**config.mk**
```make
export PLATFORM = sky130hd
export DESIGN_NAME = gshare_resolve
export DESIGN_NICKNAME = d
export VERILOG_FILES = /design/src/rtl/gshare_resolve_pkg.sv /design/src/rtl/gshare_resolve_sat.sv /design/src/rtl/gshare_resolve.sv
export SDC_FILE = /design/constraint.sdc
export NUM_CORES = 1
export LEC_CHECK = 0
export BUFFER_PORTS_ARGS = -buffer_cell sky130_fd_sc_hd__buf_4
export CORE_MARGIN = 1
export CORE_UTILIZATION = 52
export CTS_CLUSTER_DIAMETER = 100
export CTS_CLUSTER_SIZE = 12
export DETAILED_ROUTE_END_ITERATION = 8
export GPL_TIMING_DRIVEN = 0
export MAX_ROUTING_LAYER = met4
export PLACE_DENSITY = 0.71
export SLEW_MARGIN = 10
export SYNTH_ARGS = -nofsm -noshare
export SYNTH_HDL_FRONTEND = slang
export SYNTH_SLANG_ARGS = --single-unit
export TNS_END_PERCENT = 30
```
**constraint.sdc**
```tcl
create_clock -name clk -period 22.7 [get_ports clk]
set_input_delay 4.54 -clock clk [delete_from_list [all_inputs] [get_ports clk]]
set_output_delay 4.54 -clock clk [all_outputs]
set_load 0.03 [all_outputs]
```
**src/rtl/gshare_resolve_pkg.sv**
```systemverilog
// gshare_resolve_pkg: shared counter encodings and FSM state type for the gshare predictor
package gshare_resolve_pkg;
    localparam logic [1:0] CTR_SNT = 2'b00;
    localparam logic [1:0] CTR_WNT = 2'b01;
    localparam logic [1:0] CTR_WT  = 2'b10;
    localparam logic [1:0] CTR_ST  = 2'b11;
    typedef enum logic {INIT, RUN} state_t;
endpackage

```
**src/rtl/gshare_resolve_sat.sv**
```systemverilog
// sat_counter2: next value of a 2-bit saturating direction counter
module sat_counter2
    import gshare_resolve_pkg::*;
(
    input  logic [1:0] ctr,
    input  logic       taken,
    output logic [1:0] next
);
    always_comb next = taken ? (ctr == CTR_ST  ? CTR_ST  : ctr + 2'd1)
                             : (ctr == CTR_SNT ? CTR_SNT : ctr - 2'd1);
endmodule

```
**src/rtl/gshare_resolve.sv**
```systemverilog
// gshare_resolve: gshare predictor with fetch lookup, execute resolve/update, init sweep and stats
module gshare_resolve
    import gshare_resolve_pkg::*;
#(
    parameter int HIST_BITS = 8,
    parameter int CNT_W     = 32
) (
    input  logic                 clk,
    input  logic                 reset,
    input  logic                 lookup_valid,
    input  logic                 lookup_stall,
    input  logic [31:0]          lookup_pc,
    output logic                 pred_taken,
    output logic [HIST_BITS-1:0] pred_index,
    output logic [1:0]           pred_ctr,
    output logic [HIST_BITS-1:0] pred_ghr,
    input  logic                 resolve_valid,
    input  logic [HIST_BITS-1:0] resolve_index,
    input  logic [1:0]           resolve_ctr,
    input  logic [HIST_BITS-1:0] resolve_ghr,
    input  logic                 resolve_taken,
    input  logic [31:0]          resolve_target,
    input  logic [31:0]          resolve_pcplus4,
    output logic                 mispredict,
    output logic [31:0]          redirect_pc,
    output logic                 ready,
    output logic [CNT_W-1:0]     branch_count,
    output logic [CNT_W-1:0]     mispredict_count
);
    localparam int DEPTH = 1 << HIST_BITS;

    state_t               state;
    logic [HIST_BITS-1:0] ptr, ghr;
    logic [1:0]           pht [DEPTH];
    logic [1:0]           upd;
    logic                 run, res, unused_pc;

    assign run       = state == RUN;
    assign res       = run && resolve_valid;
    assign unused_pc = ^{lookup_pc[31:HIST_BITS+2], lookup_pc[1:0]};

    always_comb begin
        pred_index  = lookup_pc[HIST_BITS+1:2] ^ ghr;
        pred_ctr    = run ? pht[pred_index] : CTR_WNT;
        pred_taken  = pred_ctr[1];
        pred_ghr    = ghr;
        mispredict  = res && (resolve_ctr[1] != resolve_taken);
        redirect_pc = !resolve_valid ? 32'd0 : resolve_taken ? resolve_target : resolve_pcplus4;
    end

    // Update is based on the carried counter, so a stale read in flight is intentional.
    sat_counter2 u_sat (.ctr(resolve_ctr), .taken(resolve_taken), .next(upd));

    always_ff @(posedge clk) begin
        if (!reset && !run)
            pht[ptr] <= CTR_WNT;
        else if (res)
            pht[resolve_index] <= upd;
    end

    always_ff @(posedge clk) begin
        if (reset) begin
            state            <= INIT;
            ptr              <= '0;
            ghr              <= '0;
            ready            <= 1'b0;
            branch_count     <= '0;
            mispredict_count <= '0;
        end else begin
            if (!run) begin
                ptr <= ptr + 1'b1;
                if (ptr == '1) begin
                    state <= RUN;
                    ready <= 1'b1;
                end
            end
            // Repair wins over the speculative shift of the same cycle.
            if (mispredict)
                ghr <= {resolve_ghr[HIST_BITS-2:0], resolve_taken};
            else if (run && lookup_valid && !lookup_stall)
                ghr <= {ghr[HIST_BITS-2:0], pred_taken};
            if (res)
                branch_count <= branch_count + 1'b1;
            if (mispredict)
                mispredict_count <= mispredict_count + 1'b1;
        end
    end
endmodule

```
Yosys cells after proc, flatten, opt, wreduce, memory -nomap -nowiden:

Memories as Yosys holds them, arrays and structs flattened.
Index checks and enable logic that the tools add are counted.
W data, S select, Z words.

* bits in registers: 82
* bits in writable memories: 512
* input bits: 120
* output and inout bits: 117
* word-level logic and storage cells: 47
* memories: 1

* $add $sub $neg: 5
* eq/ne operators: 3
* muxes and demuxes: 18
* bitwise operators: 2
* reduce and logical (&&, ||, !) cells: 12

Memory list
* pht: depth 256, bits a word 2, rd ports 1, clocked after Yosys merged registers in 0, wr ports 1, RTL line gshare_resolve.sv:34 `logic [1:0] pht [DEPTH];`

Operator list (number)
* $add A32 B1 Y32 const B: 2
* $mux W32: 2
* $mux W8: 3
* $mux W2: 5
* $add A8 B1 Y8 const B: 1
* $eq A8 B8 Y1 const B: 1
* $mux W1: 8
* $xor A8 B8 Y8: 1
* $logic_and A1 B1 Y1: 5
* $logic_not A1 Y1: 3
* $add A2 B1 Y2 const B: 1
* $eq A2 B2 Y1 const B: 1
* $logic_not A2 Y1: 1
* $reduce_and A2 Y1: 1
* $reduce_bool A2 Y1: 1
* $reduce_or A2 Y1: 1
* $sub A2 B1 Y2 const B: 1
* $ne A1 B1 Y1: 1
* $not A1 Y1: 1

Longest topological paths before layout:

* word-level depth: 6
* gate-level depth with buffers: 13
* mapped depth without buffers: 10

Cells and area by module:

From an unflattened synthesis, not the netlist that was laid out.

* cells, all modules: 1748
* area, all modules: 25283.0 µm²

Modules (own cells, without submodules)
* gshare_resolve: times used 1, cells each 1745, area each 25256.7 µm², seq. area each 17016.3 µm²
* sat_counter2: times used 1, cells each 3, area each 26.3 µm², seq. area each 0.0 µm²

Worst setup path before layout:

Ideal clock, no wire load.

* kind: input to register
* start: input port resolve_taken
* end: memory pht[0][0], data pin
* library setup time: 2187 ps
* arrival time: 15162 ps
* data required time: 20513 ps
* slack: 5351 ps
* cell stages on the path: 4
* buffers on the path: 2
* cell sequence: buf_2 -> buf_1 -> a21oi_1 -> o21ai_0

* longest elaborated chain between the ends: 2

Ends and longest elaborated chain
* from (decl): RTL line gshare_resolve.sv:21 `input logic resolve_taken,`
* $mux W2: RTL line gshare_resolve_sat.sv:9 `always_comb next = taken ? (ctr == CTR_ST ? CTR_ST : ctr + 2'd1)`
* $mux W2 (no line)
* to (decl): RTL line gshare_resolve.sv:34

Every way passes these cells.

Worst setup path after layout:

* start: input port lookup_pc[4]
* end: output port pred_ctr[0]

* longest elaborated chain between the ends: 3

Ends and longest elaborated chain
* from (decl): RTL line gshare_resolve.sv:12 `input logic [31:0] lookup_pc,`
* $xor A8 B8 Y8: RTL line gshare_resolve.sv:43 `pred_index = lookup_pc[HIST_BITS+1:2] ^ ghr;`
* $mem_v2 Z256 W2
* $mux W2: RTL line gshare_resolve.sv:44 `pred_ctr = run ? pht[pred_index] : CTR_WNT;`
* to (decl): RTL line gshare_resolve.sv:15 `output logic [1:0] pred_ctr,`

Every way passes these cells.

==> impl_metrics.env <==
export IMPL_critPathMaxStageDelay_ps=770
export IMPL_tightest_slew_ps=1350
export IMPL_antenna_cells=0
export IMPL_syn_num_nets=1865
export IMPL_synth_cells=1742
export IMPL_ys_ff_latch=594
export IMPL_post_route_util_pct=61.7
export IMPL_finalMaxSlewViolations=0
export IMPL_clock_fmax_mhz=76.6
export IMPL_ctsHoldBuffers=0
export IMPL_synth_top_area_share_pct=60.5
export IMPL_ant_nets=0
export IMPL_finalHoldViolCount=0
export IMPL_synth_commonest_cells="512 x edfxtp_1, 354 x nor2_1, 131 x mux4_2"
export IMPL_path_delay_family="buffers and inverters"
export IMPL_period_needed_ps=13050
export IMPL_clockBufferDepth=3
export IMPL_cp_slowest_cell="clkbuf_1"
export IMPL_yosysMostFrequentCell="edfxtp_1"
export IMPL_syn_avg_cell_area_um2=14.6
export IMPL_start_util_pct=53.0
export IMPL_yosysSeqAreaShare_pct=67.0
export IMPL_setup_viol=0
export IMPL_ir_drop_uv=55.8
export IMPL_crit_buf_inv=4
export IMPL_netlist_area_mm2=0.0254
export IMPL_die_area_mm2=0.0497
export IMPL_gp_congestion=0.973
export IMPL_critical_path_class="input pin to primary output"
export IMPL_dp_cells=2581
export IMPL_layout_nets=2146
export IMPL_cts_clk_slew_worst_paths_ps=60
export IMPL_antenna_found_initial=0
export IMPL_fin_cells=2660
export IMPL_outcome="finished, final reports clean"
export IMPL_drt_pass1_iter_count=6
export IMPL_tritoncts="built"
export IMPL_drive_above_1_share_pct=23.0
export IMPL_post_cts_resized=0
export IMPL_finalInstanceArea_mm2=0.0296
export IMPL_routedWlPerCell_um=27.3
export IMPL_viasPerCell=6.34
export IMPL_post_cts_buffers=0
export IMPL_synth_edff_count=512
export IMPL_area_growth_pct=16.5
export IMPL_routed_wirelength_um=72600
export IMPL_finalCritPeriodShare_pct=57.5
export IMPL_cts_made_buffers=55
export IMPL_cts_sinks=594
export IMPL_yosys_area_top_type="edfxtp_1"
export IMPL_synthTopCellsByArea="edfxtp_1 61%, mux4_2 12%, dfxtp_1 6.5%"
export IMPL_cp_max_fo=10
export IMPL_p_leak_uw=0.0106
export IMPL_drt_iter0_drc=2579
export IMPL_crit_arrival_ps=8510
export IMPL_htreeDepth=2
export IMPL_ios=237
export IMPL_rows=80
export IMPL_rrSetupSlack_ps=18700
export IMPL_cts_root_buffer="clkbuf_16"
export IMPL_drc_errors=0
export IMPL_async_flop_share_pct=0
export IMPL_die_w_um=223
export IMPL_grt_start_max_net_pins=44
export IMPL_cap_violations=0
export IMPL_grt_pass1_wl_um=106000
export IMPL_yosysUniqueCellTypes=58
export IMPL_max_slew_margin_pct=9.15
export IMPL_grt_pass1_vias=16600
export IMPL_fp_coreArea_mm2=0.0479
export IMPL_fill_cells=3496
export IMPL_critPathLaunchType="input pin"
export IMPL_p_per_area_mw_per_mm2=71.7
export IMPL_placed_cell_area_mm2=0.0281
export IMPL_dp_hpwl_um=49300
export IMPL_skew_ps=23.6
export IMPL_synth_ff_type="edfxtp_1"
export IMPL_grt_ovfl_total=0
export IMPL_cp_required_ps=18160
export IMPL_hp_class="flop to flop"
export IMPL_end_kind="primary output"
export IMPL_die_y_um=223
export IMPL_worstPathCellList="buf_4, xnor2_2, clkbuf_1, clkbuf_1, mux4_2, a21oi_1, o221ai_1, a21oi_1, a211oi_1, buf_4"
export IMPL_io_buffers=210
export IMPL_rsz0062_at_grt="no"
export IMPL_yosysWarnings=0
export IMPL_vias=16900
export IMPL_clock_latency_ps=610
export IMPL_track_usage_pct=30.3
-- flip-flops by register name, indices dropped and copies added (netlist names) --
| name | cells |
|---|---|
| mispredict_count | 32 |
| pred_ghr | 8 |
| ready | 1 |
| pht | 512 |
| ptr | 8 |
| run | 1 |
| branch_count | 32 |
-- metal layers --
layer	GRT usage (%)	vias to the layer above	routed length (µm)	share of wire [%]
li1	-	7095	-	-
met1	40.9	8372	27400	38
met2	45.1	1201	32900	45
met3	8.40	191	9740	13
met4	9.25	0	2530	3.5
met5	-	-	0	0
-- where the power goes --
part	switching (µW)	leakage [µW]	internal [µW]
clock	382	0.000712	440
combinational	78.0	0.00387	50.6
sequential	0.715	0.00601	1170
total	460	0.0106	1660
-- final timing paths --
path | depth (start not counted) | start | endpoint
worst max register to register | 10 | pred_ghr[2] | pred_ghr[0]
worst min-delay path | 2 | ready | ready
worst min register to register | 2 | ready | ready
worst max-delay path | 10 | lookup_pc[4] | pred_ctr[0]
-- cell families (layout without fill, tap and decap cells) --
group	after synthesis	count (layout)	share of synthesized area, %
AND/OR/NAND/NOR	661	661	11.5
AO/OA/AOI/OAI	114	114	2.76
multiplexers	186	186	13.8
flip-flops	594	594	67.0
buffers and inverters	124	427	2.52
XOR/XNOR	60	60	2.23
adder cells (fa/ha/maj)	3	3	0.148
-- cell usage in the layout (no fill, tap or decap), drive strengths merged, types with 17 or more instances in the layout --
master,synthesis,routed
mux4,132,132
clkbuf,60,137
inv,16,17
o21ai,30,30
a21oi,36,36
or3,21,21
xnor2,23,23
nor2,354,354
xor2,37,37
mux2i,54,54
nand4,27,27
dfxtp,82,82
nand2,117,117
nor2b,34,34
buf,48,272
nand3,47,47
edfxtp,512,512
-- layout make-up --
cell class	count	area [µm²]	area share (%)
buffer	108	576	1.95
inverter	16	65.1	0.220
tap	615	769	2.60
sequential	594	17000	57.5
clock buffer	77	1460	4.93
clock inverter	2	17.5	0.0592
timing repair buffer	224	1900	6.43
multi-input combinational	1024	7770	26.3
-- worst register-to-register path: cells and delay by family, from the launching register on --
| family | cells | cell delay (ps) |
|---|---|---|
| AO/OA/AOI/OAI | 4 | 1140 |
| XOR/XNOR | 1 | 670 |
| buffers and inverters | 2 | 680 |
| flip-flops | 1 | 360 |
| AND/OR/NAND/NOR | 3 | 1070 |
-- metrics by stage --
step / hold WS, ps / total power, µW / setup TNS, ps / setup slack (ps)
6_report: 494 / 2120 / 0 / 9650
5_1_grt: 527 / 2170 / 0 / 9780
4_1_cts: 500 / 2120 / 0 / 9910
3_5_place_dp: 478 / 1320 / 0 / 9940
3_3_place_gp: 467 / 1320 / -900080 / -3530
2_1_floorplan: 504 / 1260 / 0 / 5350
Note: power is estimated with default switching activity, not from simulation.
